### config.mk
export PLATFORM = sky130hd
export DESIGN_NAME = vga_sync_gen
export DESIGN_NICKNAME = d
export VERILOG_FILES = /design/src/rtl/vga_sync_gen_pkg.sv /design/src/rtl/sync_delay_line.sv /design/src/rtl/vga_sync_gen.sv
export SDC_FILE = /design/constraint.sdc
export NUM_CORES = 1
export LEC_CHECK = 0
export CORE_ASPECT_RATIO = 1.75
export CORE_UTILIZATION = 40
export CTS_CLUSTER_DIAMETER = 30
export CTS_CLUSTER_SIZE = 25
export DETAILED_ROUTE_END_ITERATION = 10
export PLACE_DENSITY = 0.63
export SLEW_MARGIN = 10
export SYNTH_ARGS = -nofsm -noshare
export SYNTH_HDL_FRONTEND = slang
export SYNTH_HIERARCHICAL = 1
export SYNTH_SLANG_ARGS = --single-unit
### constraint.sdc
create_clock -name i_Clk -period 2.8 [get_ports i_Clk]
set_clock_uncertainty 0.05 [all_clocks]
set_input_delay 0.56 -clock i_Clk [delete_from_list [all_inputs] [get_ports i_Clk]]
set_output_delay 0.56 -clock i_Clk [all_outputs]
set_load 0.01 [all_outputs]
### src/rtl/vga_sync_gen_pkg.sv
// Shared 640x480@60 VGA timing constants, counter types and decode helpers.
// No logic of its own; no latency or flow control.
// Imported by the sync generator and the sprite display.
package vga_sync_gen_pkg;

    localparam int VGA_CNT_W       = 10;
    localparam int VGA_FRAME_CNT_W = 8;

    localparam int VGA_H_VISIBLE = 640;
    localparam int VGA_H_FRONT   = 16;
    localparam int VGA_H_SYNC    = 96;
    localparam int VGA_H_BACK    = 48;

    localparam int VGA_V_VISIBLE = 480;
    localparam int VGA_V_FRONT   = 10;
    localparam int VGA_V_SYNC    = 2;
    localparam int VGA_V_BACK    = 33;

    typedef logic [VGA_CNT_W-1:0] vga_cnt_t;

    typedef struct packed {
        logic hsync;
        logic vsync;
    } sync_t;

    // True when pos lies in the half-open window [first, past_last).
    function automatic logic in_window(vga_cnt_t pos, vga_cnt_t first, vga_cnt_t past_last);
        return (pos >= first) && (pos < past_last);
    endfunction

endpackage

### src/rtl/sync_delay_line.sv
// Shift register that delays sync bits to line up with a pipelined colour path.
// Latency: DEPTH enabled clocks (DEPTH = 0 is a wire).
// Backpressure: none; stages only advance when enable is high, resetting to all ones.
module sync_delay_line #(
    parameter int WIDTH = 2,
    parameter int DEPTH = 2
) (
    input  logic             i_Clk,
    input  logic             i_Rst_L,
    input  logic             enable,
    input  logic [WIDTH-1:0] sync_dat,
    output logic [WIDTH-1:0] delayed_dat
);

    generate
        if (DEPTH == 0) begin : g_bypass
            logic unused_ctrl;
            assign unused_ctrl = ^{i_Clk, i_Rst_L, enable};
            assign delayed_dat = sync_dat;
        end else begin : g_pipe
            logic [WIDTH-1:0] stage [DEPTH];

            always_ff @(posedge i_Clk or negedge i_Rst_L) begin
                if (!i_Rst_L) begin
                    for (int i = 0; i < DEPTH; i++) begin
                        stage[i] <= '1;
                    end
                end else if (enable) begin
                    stage[0] <= sync_dat;
                    for (int i = 1; i < DEPTH; i++) begin
                        stage[i] <= stage[i-1];
                    end
                end
            end

            assign delayed_dat = stage[DEPTH-1];
        end
    endgenerate

endmodule

### src/rtl/vga_sync_gen.sv
// VGA raster timing: pixel/line counters, visible flag, syncs, frame pulse and count.
// Latency: all outputs registered; syncs/visible match the counters, *_D lag by SYNC_DELAY.
// Backpressure: i_Enable low freezes all timing state and forces o_Frame_Start low.
module vga_sync_gen
    import vga_sync_gen_pkg::*;
#(
    parameter int H_VISIBLE_AREA = VGA_H_VISIBLE,
    parameter int H_FRONT_PORCH  = VGA_H_FRONT,
    parameter int H_SYNC_PULSE   = VGA_H_SYNC,
    parameter int H_BACK_PORCH   = VGA_H_BACK,
    parameter int V_VISIBLE_AREA = VGA_V_VISIBLE,
    parameter int V_FRONT_PORCH  = VGA_V_FRONT,
    parameter int V_SYNC_PULSE   = VGA_V_SYNC,
    parameter int V_BACK_PORCH   = VGA_V_BACK,
    parameter int SYNC_DELAY     = 2
) (
    input  logic                       i_Clk,
    input  logic                       i_Rst_L,
    input  logic                       i_Enable,
    output logic [VGA_CNT_W-1:0]       o_H_Counter,
    output logic [VGA_CNT_W-1:0]       o_V_Counter,
    output logic                       o_Visible,
    output logic                       o_HSync,
    output logic                       o_VSync,
    output logic                       o_HSync_D,
    output logic                       o_VSync_D,
    output logic                       o_Frame_Start,
    output logic [VGA_FRAME_CNT_W-1:0] o_Frame_Count
);

    localparam int H_TOTAL = H_VISIBLE_AREA + H_FRONT_PORCH + H_SYNC_PULSE + H_BACK_PORCH;
    localparam int V_TOTAL = V_VISIBLE_AREA + V_FRONT_PORCH + V_SYNC_PULSE + V_BACK_PORCH;

    localparam vga_cnt_t H_LAST     = vga_cnt_t'(H_TOTAL - 1);
    localparam vga_cnt_t V_LAST     = vga_cnt_t'(V_TOTAL - 1);
    localparam vga_cnt_t H_VIS      = vga_cnt_t'(H_VISIBLE_AREA);
    localparam vga_cnt_t V_VIS      = vga_cnt_t'(V_VISIBLE_AREA);
    localparam vga_cnt_t H_SYNC_ON  = vga_cnt_t'(H_VISIBLE_AREA + H_FRONT_PORCH);
    localparam vga_cnt_t H_SYNC_OFF = vga_cnt_t'(H_VISIBLE_AREA + H_FRONT_PORCH + H_SYNC_PULSE);
    localparam vga_cnt_t V_SYNC_ON  = vga_cnt_t'(V_VISIBLE_AREA + V_FRONT_PORCH);
    localparam vga_cnt_t V_SYNC_OFF = vga_cnt_t'(V_VISIBLE_AREA + V_FRONT_PORCH + V_SYNC_PULSE);

    vga_cnt_t h_next;
    vga_cnt_t v_next;
    logic     h_wrap;
    logic     v_wrap;

    always_comb begin
        h_wrap = (o_H_Counter == H_LAST);
        v_wrap = (o_V_Counter == V_LAST);
        h_next = h_wrap ? '0 : o_H_Counter + 1'b1;
        v_next = o_V_Counter;
        if (h_wrap) begin
            v_next = v_wrap ? '0 : o_V_Counter + 1'b1;
        end
    end

    // Flags decode the next counter values so they land in the same cycle as the counters.
    always_ff @(posedge i_Clk or negedge i_Rst_L) begin
        if (!i_Rst_L) begin
            o_H_Counter   <= '0;
            o_V_Counter   <= '0;
            o_Visible     <= 1'b0;
            o_HSync       <= 1'b1;
            o_VSync       <= 1'b1;
            o_Frame_Start <= 1'b0;
            o_Frame_Count <= '0;
        end else if (i_Enable) begin
            o_H_Counter   <= h_next;
            o_V_Counter   <= v_next;
            o_Visible     <= (h_next < H_VIS) && (v_next < V_VIS);
            o_HSync       <= !in_window(h_next, H_SYNC_ON, H_SYNC_OFF);
            o_VSync       <= !in_window(v_next, V_SYNC_ON, V_SYNC_OFF);
            o_Frame_Start <= h_wrap && v_wrap;
            if (h_wrap && v_wrap) begin
                o_Frame_Count <= o_Frame_Count + 1'b1;
            end
        end else begin
            o_Frame_Start <= 1'b0;
        end
    end

    sync_t sync_now;
    sync_t sync_dly;

    assign sync_now.hsync = o_HSync;
    assign sync_now.vsync = o_VSync;

    sync_delay_line #(
        .WIDTH ($bits(sync_t)),
        .DEPTH (SYNC_DELAY)
    ) u_sync_delay (
        .i_Clk       (i_Clk),
        .i_Rst_L     (i_Rst_L),
        .enable      (i_Enable),
        .sync_dat    (sync_now),
        .delayed_dat (sync_dly)
    );

    assign o_HSync_D = sync_dly.hsync;
    assign o_VSync_D = sync_dly.vsync;

endmodule

==> key figures, run 1 <==
Synth
  – Synthesized flop and latch total: 36
  – Cell Area, Synth: ~2000 µm²
  – EDFF count, synth: 0
  – Combinational family with the most area after synthesis: simple AND/OR/NAND/NOR gates
  – Mux cell area share after synthesis: 0.0486
  – XOR/XNOR Fraction of Synth Area: 0.0775
  – Ys async rst share: 1.00
  – Ys flop type: dfrtp_1
  – Mean post-synth cell area: 9.24 µm²
  – Compound-Gate Fraction of Synth Area: 0.127
  – Mapped Cells: 220
  – Adder-cell share of the synthesized area: 0.0246
  – Ys Warns: 6
  – Post-Synth Simple-Gate Area: 0.221
  – Yosys cell types: 49
  – Post-Syn Nets: 227
  – Sequential element share of the synthesized area: 0.447

Power and ir drop
  – Internal: 0.948 mW
  – Reg power frac: 0.463
  – Clock Power Share: 0.286
  – Pwr Density: 538 nW/µm²
  – Leakage power: approximately 1 nW
  – Combinational share of power: 0.251
  – Net switching power: approximately 0.42 mW
  – Peak VDD IR: roughly 0.35 mV
  – Sw frac: 0.307

Clock network
  – CTS clk-pin slew, worst paths: 0.07 ns
  – Clock sink total: 36
  – CTS Buf Count: 5
  – Post-cts resize count: 0
  – Hold-fix buffers at CTS: 0
  – Setup bufs post-CTS: 0
  – CTS tree: yes
  – H-tree depth: 2
  – Worst skew pair latency: slightly below 0.3 ns
  – CTS max path bufs: 2
  – CTS root buffer: clkbuf_8

Floorplanning
  – Initial Util: 0.412
  – Die H: ~96 µm
  – Die area: 5380 µm²
  – Core Region: 4930 µm²
  – Row count: 34
  – Ports: 37
  – Die width: between 50 and 60 µm

Global routing
  – Largest net degree at the start of global routing: 37
  – Grt total ovfl: 0
  – Vias in the first global route: 1660
  – GR Util All Layers: 0.189
  – First-pass GRT wire length: 7800 µm
  – Initial antenna violation count: 0

Detailed routing
  – Final WL: 4800 µm
  – Vias after detailed routing: 1708
  – WL/cell: 15.5 µm
  – Remaining DRCs: 0
  – Router iterations before antenna repair: 4
  – Drt via density: 5.51
  – First-iteration detailed-routing DRC count: 51
  – Post-route ant nets: 0

Finish
  – Post-layout nets: 262
  – Layout cells sized above 1: 0.137
  – Area Overhead vs Synth: 25.0%
  – Final std cells w/o fill: 310
  – # diodes: 0
  – # fillers: around 480

Hold path
  – Worst hold endpoint: o_Frame_Count[7]$_DFFE_PN0P_
  – HP Class: reg2reg
  – Hold Startpoint: o_Frame_Count[7]$_DFFE_PN0P_
  – Hold path cells: 1

Worst setup path
  – Critical R2R Capture: o_VSync$_DFFE_PN1P_
  – CP max FO: 7
  – Worst path arrival time: 2.71 ns
  – CP Data Required Time: 2.97 ns
  – Worst Setup End Kind: register
  – Crit path kind: reg2reg
  – R2r startpoint: o_H_Counter[0]$_DFFE_PN0P_
  – Reg-to-reg slack, setup: 0.26 ns
  – R2R cell count: 7
  – Startpoint types: register

Job
  – # Max-Cap Violations: 0

Timing
  – F_max: around 390 MHz
  – Hold Fails Final Rpt: 0
  – RSZ-0062 raised after global routing: no
  – Rel. slew slack: 0.550
  – Max Slew Vio Count: 0
  – Final setup fails: 0
  – Period utilization: 0.906
  – Slew @ Worst Pin: 0.658 ns
  – Minimum clock period: 2.54 ns
  – Setup TNS: 0 ns
  – Fin worst setup slack: between 0.2 and 0.3 ns

Placed design
  – Hpwl dp: 3430 µm
  – PortBufs: 36
  – Pre-CTS setup slack: 0.272 ns
  – Gpl congestion: 0.846
  – Placed Cells: ~300

Run status
  – Outcome: completed
[final cells by class]
type | instances | area (µm²) | area share
Clock buffer | 8 | 90.1 | 0.0355
Inverter | 7 | 26.3 | 0.0103
Tap cell | 54 | 67.6 | 0.0266
Timing Repair Buffer | 46 | 435 | 0.171
Multi-Input combinational cell | 159 | 1010 | 0.399
Sequential cell | 36 | 908 | 0.357
[how the worst max path moves through the flow]
stage,to,slack (ns),from
global placement,o_Frame_Count[7]$_DFFE_PN0P_,0.33,o_H_Counter[0]$_DFFE_PN0P_
floorplan,o_Frame_Count[7]$_DFFE_PN0P_,0.33,o_H_Counter[0]$_DFFE_PN0P_
detailed placement,o_Frame_Count[7]$_DFFE_PN0P_,0.27,o_H_Counter[0]$_DFFE_PN0P_
finish,o_VSync$_DFFE_PN1P_,0.26,o_H_Counter[0]$_DFFE_PN0P_
global route,o_VSync$_DFFE_PN1P_,0.15,o_H_Counter[0]$_DFFE_PN0P_
CTS,o_Frame_Count[7]$_DFFE_PN0P_,0.27,o_H_Counter[0]$_DFFE_PN0P_
[synth_stat cells, types with 2 or more instances]
library cell / n / area [µm²]
and2_1: 2 / 12.5
o31ai_1: 2 / 15.0
a31oi_1: 2 / 12.5
xnor2_1: 14 / 123
ha_1: 4 / 50.1
nand2_1: 27 / 101
mux2_2: 7 / 78.8
a21oi_1: 8 / 40.0
and3_1: 4 / 25.0
a31o_2: 2 / 17.5
inv_1: 7 / 26.3
buf_2: 2 / 10.0
nor3_1: 6 / 30.0
nand4_1: 6 / 37.5
mux2i_1: 2 / 20.0
nor3b_1: 3 / 22.5
dfstp_2: 6 / 158
clkbuf_1: 12 / 45.0
nand3_1: 14 / 70.1
buf_4: 2 / 15.0
dfrtp_1: 30 / 751
nor2_1: 15 / 56.3
o21ai_0: 14 / 70.1
xor2_1: 4 / 35.0
[worst max-delay path, stage by stage (launching register included)]
cell and delay (ns):
dfrtp_1 0.43, ha_1 0.19, or3b_4 0.41, or3_1 0.44, nor2_1 0.32, a21oi_1 0.13, nand2b_1 0.17, o32a_1 0.33
[per-stage QoR]
stage / power [mW] / util / cell area (µm²) / hold slack, ns
final: 1.37 / 0.515 / 2540 / 0.437
after floorplan: 0.824 / - / 2030 / 0.214
after detailed placement: 0.989 / 0.497 / 2450 / 0.423
after global routing: 1.44 / 0.515 / 2540 / 0.445
after global placement: 0.984 / 0.497 / 2450 / 0.419
after CTS: 1.38 / 0.515 / 2540 / 0.434
[flip-flops by register name (all words and copies together), names as in the netlist]
name	count
u_sync_delay/g_pipe.stage	2
o_Frame_Count	8
u_sync_delay/delayed_dat	2
o_V_Counter	10
o_VSync	1
o_HSync	1
o_Frame_Start	1
o_Visible	1
o_H_Counter	10
[power by group through the flow]
stage	Combinational (mW)	Sequential, mW	Clock [mW]
6_report	0.343	0.634	0.390
3_5_place_dp	0.345	0.643	0
3_3_place_gp	0.342	0.642	0
2_1_floorplan	0.178	0.647	0
5_1_grt	0.373	0.644	0.423
4_1_cts	0.346	0.634	0.400
[cell families (layout without fill, tap and decap cells)]
kind of cell,count (synthesis),in the layout
compound gates,40,40
xor+xnor,18,18
fa+ha+maj,4,4
buf+inv,25,61
flops,36,36
mux,9,9
simple gates,88,88
[per-layer routing]
metal / global-route usage / part of all wire
met5: 0 / 0
met3: 0.0323 / 0.020
met1: 0.207 / 0.41
met4: 0.0976 / 0.019
met2: 0.347 / 0.55
[cell usage in the layout (no fill, tap or decap), types with 2 or more instances in the layout]
cell / synthesis / layout
nand4_1: 6 / 6
dfrtp_1: 30 / 30
mux2_2: 7 / 7
ha_1: 4 / 4
nand3_1: 14 / 14
and2_1: 2 / 2
dfstp_2: 6 / 6
a31o_2: 2 / 2
xnor2_1: 14 / 14
and3_1: 4 / 4
o31ai_1: 2 / 2
clkdlybuf4s50_1: 0 / 36
nor3b_1: 3 / 3
nor3_1: 6 / 6
o21ai_0: 14 / 14
a31oi_1: 2 / 2
clkbuf_1: 12 / 2
nor2_1: 15 / 15
nand2_1: 27 / 27
xor2_1: 4 / 4
inv_1: 7 / 7
buf_4: 2 / 10
a21oi_1: 8 / 8
mux2i_1: 2 / 2
clkbuf_8: 0 / 6
Power figures use the tool's default switching activity.
==> run 2: changes to the inputs <==
- PLACE_DENSITY: 0.63 -> 0.65
- clock period: 2.8 -> 2.25 ns (I/O delays scaled with it)
==> key figures, run 2 (synthesis gave the netlist of run 1 again) <==
Detailed routing
  – Met1 WL: 1890 µm
  – Router iterations before antenna repair: 4
  – First-iteration detailed-routing DRC count: 35
  – Met3 wire length: 147 µm
  – Drt via density: 5.37
  – Remaining DRCs: 0
  – Post-route ant nets: 0
  – WL/cell: around 14 µm
  – Final WL: 4730 µm
  – Met2 wire len: 2600 µm
  – Vias after detailed routing: 1784
  – Top Layer Used: met4

Floorplanning
  – Die area: about 5400 µm²
  – Core Region: 4930 µm²
  – Die width: 55.9 µm
  – Ports: 37
  – Die H: 96.3 µm
  – Initial Util: 0.412
  – Row count: 34

Worst setup path
  – Cells along the critical path: ha_4 > or3b_4 > or3_4 > or4_4 > nor2_4 > nand3_2 > xnor2_1
  – Crit path kind: reg2reg
  – Worst path arrival time: 2.39 ns
  – R2r startpoint: o_H_Counter[1]$_DFFE_PN0P_
  – R2R cell count: 7
  – Worst Setup End Kind: register
  – Critical R2R Capture: o_Frame_Count[7]$_DFFE_PN0P_
  – Startpoint types: register
  – Reg-to-reg slack, setup: -0.005 ns
  – CP max FO: 4
  – Worst path slowest cell: or4_4
  – Slowest stage delay, CP: 0.46 ns
  – CP Data Required Time: about 2.4 ns

Placed design
  – Pre-CTS setup slack: -0.0272 ns
  – Hpwl dp: 3450 µm
  – Dpl cell area: 2630 µm²
  – PortBufs: 36
  – Gpl congestion: 0.859

Timing
  – Rel. slew slack: 0.644
  – Max Slew Vio Count: 0
  – Fin worst setup slack: -0.00469 ns
  – F_max: 444 MHz
  – Period utilization: 1.00
  – Minimum clock period: roughly 2.3 ns
  – Final setup fails: 1
  – Slew @ Worst Pin: 0.520 ns
  – Hold Fails Final Rpt: 0
  – RSZ-0062 raised after global routing: yes
  – Setup TNS: -0.00469 ns

Run status
  – Failing checks: setup timing
  – Outcome: finished, violations left

Global routing
  – GR Util All Layers: 0.176
  – First-pass GRT wire length: 7350 µm
  – Largest net degree at the start of global routing: 37
  – Grt total ovfl: 0
  – Initial antenna violation count: 0
  – Vias in the first global route: 1649

Hold path
  – Worst hold endpoint: o_Frame_Count[7]$_DFFE_PN0P_
  – Hold Startpoint: o_Frame_Count[7]$_DFFE_PN0P_
  – HP Class: reg2reg
  – Hold path cells: 1

Finish
  – Final Instance Area: 2770 µm²
  – # diodes: 0
  – Layout cells sized above 1: 0.237
  – Commonest non-fill, non-tap cell in the layout: clkdlybuf4s50_1
  – Area Overhead vs Synth: 36.4%
  – Most frequent cells in the layout: clkdlybuf4s50_1, buf_4, dfrtp_1
  – Top flop regs: o_H_Counter: 10 flops, o_V_Counter: 10 flops, o_Frame_Count: 8 flops
  – Post-layout nets: 284

Power and ir drop
  – Pwr Density: just under 700 nW/µm²
  – Leakage power: 1.13 nW
  – Peak VDD IR: 0.728 mV
  – Total Power: about 1.9 mW

Clock network
  – H-tree depth: 2
  – CTS Buf Count: 5
  – Setup bufs post-CTS: 0
  – Clock sink total: 36
  – Worst skew pair latency: approximately 0.29 ns
  – CTS tree: yes
  – CTS clk-pin slew, worst paths: approximately 0.07 ns
  – CTS root buffer: clkbuf_8
  – CTS max path bufs: 2
  – Hold-fix buffers at CTS: 0

Job
  – # Max-Cap Violations: 0
-- run 2: power by group --
group	internal, mW	switching [mW]
registers	0.707	0.0442
clock network	0.329	0.232
logic	0.293	0.263
total	1.33	0.539
-- run 2: area by class of cell --
cell class / instances / area [µm²]
well taps: 54 / 67.6
fillers: 464 / 2160
clock buffers: 6 / 72.6
clock inverters: 2 / 35.0
inverters: 7 / 26.3
flip-flops and latches: 36 / 911
repair buffers: 68 / 601
multi-input cells: 159 / 1060
-- run 2: what timing repair did --
action / in CTS / in global routing
endpoints found under the setup margin: 3 / 6
pin swaps: 0 / 2
resized for setup: 1 / 5
-- run 2: critical path: cells and delay by family (launching register included) --
kind	cells	cell delay, ns
and+or+nand+nor	5	1.45
DFF	1	0.39
adders and majority gates	1	0.14
xor gates and xnor gates	1	0.12
-- run 2: worst max path at each step --
stage | startpoint | endpoint | slack, ns | cells past startpoint
floorplan | o_H_Counter[0]$_DFFE_PN0P_ | o_Frame_Count[7]$_DFFE_PN0P_ | -0.11 | 8
global placement | o_H_Counter[1]$_DFFE_PN0P_ | o_Frame_Count[7]$_DFFE_PN0P_ | -0.003 | 7
detailed placement | o_H_Counter[1]$_DFFE_PN0P_ | o_Frame_Count[7]$_DFFE_PN0P_ | -0.03 | 7
CTS | o_H_Counter[1]$_DFFE_PN0P_ | o_Frame_Count[7]$_DFFE_PN0P_ | 0.00005 | 7
global route | o_H_Counter[1]$_DFFE_PN0P_ | o_VSync$_DFFE_PN1P_ | -0.07 | 8
finish | o_H_Counter[1]$_DFFE_PN0P_ | o_Frame_Count[7]$_DFFE_PN0P_ | -0.005 | 7
-- run 2: metrics by stage --
stage / cells / util / hold WS (ns)
floorplan: 220 / - / 0.104
global placement: 324 / 0.533 / 0.417
detailed placement: 324 / 0.533 / 0.418
CTS: 332 / 0.556 / 0.428
global route: 332 / 0.562 / 0.455
finish: 332 / 0.562 / 0.421
-- run 2: metal layers --
metal  vias to the layer above  track usage
li1                        882            -
met1                       863        0.195
met5                         -            0
met3                         8       0.0309
met2                        31        0.330
met4                         0       0.0711
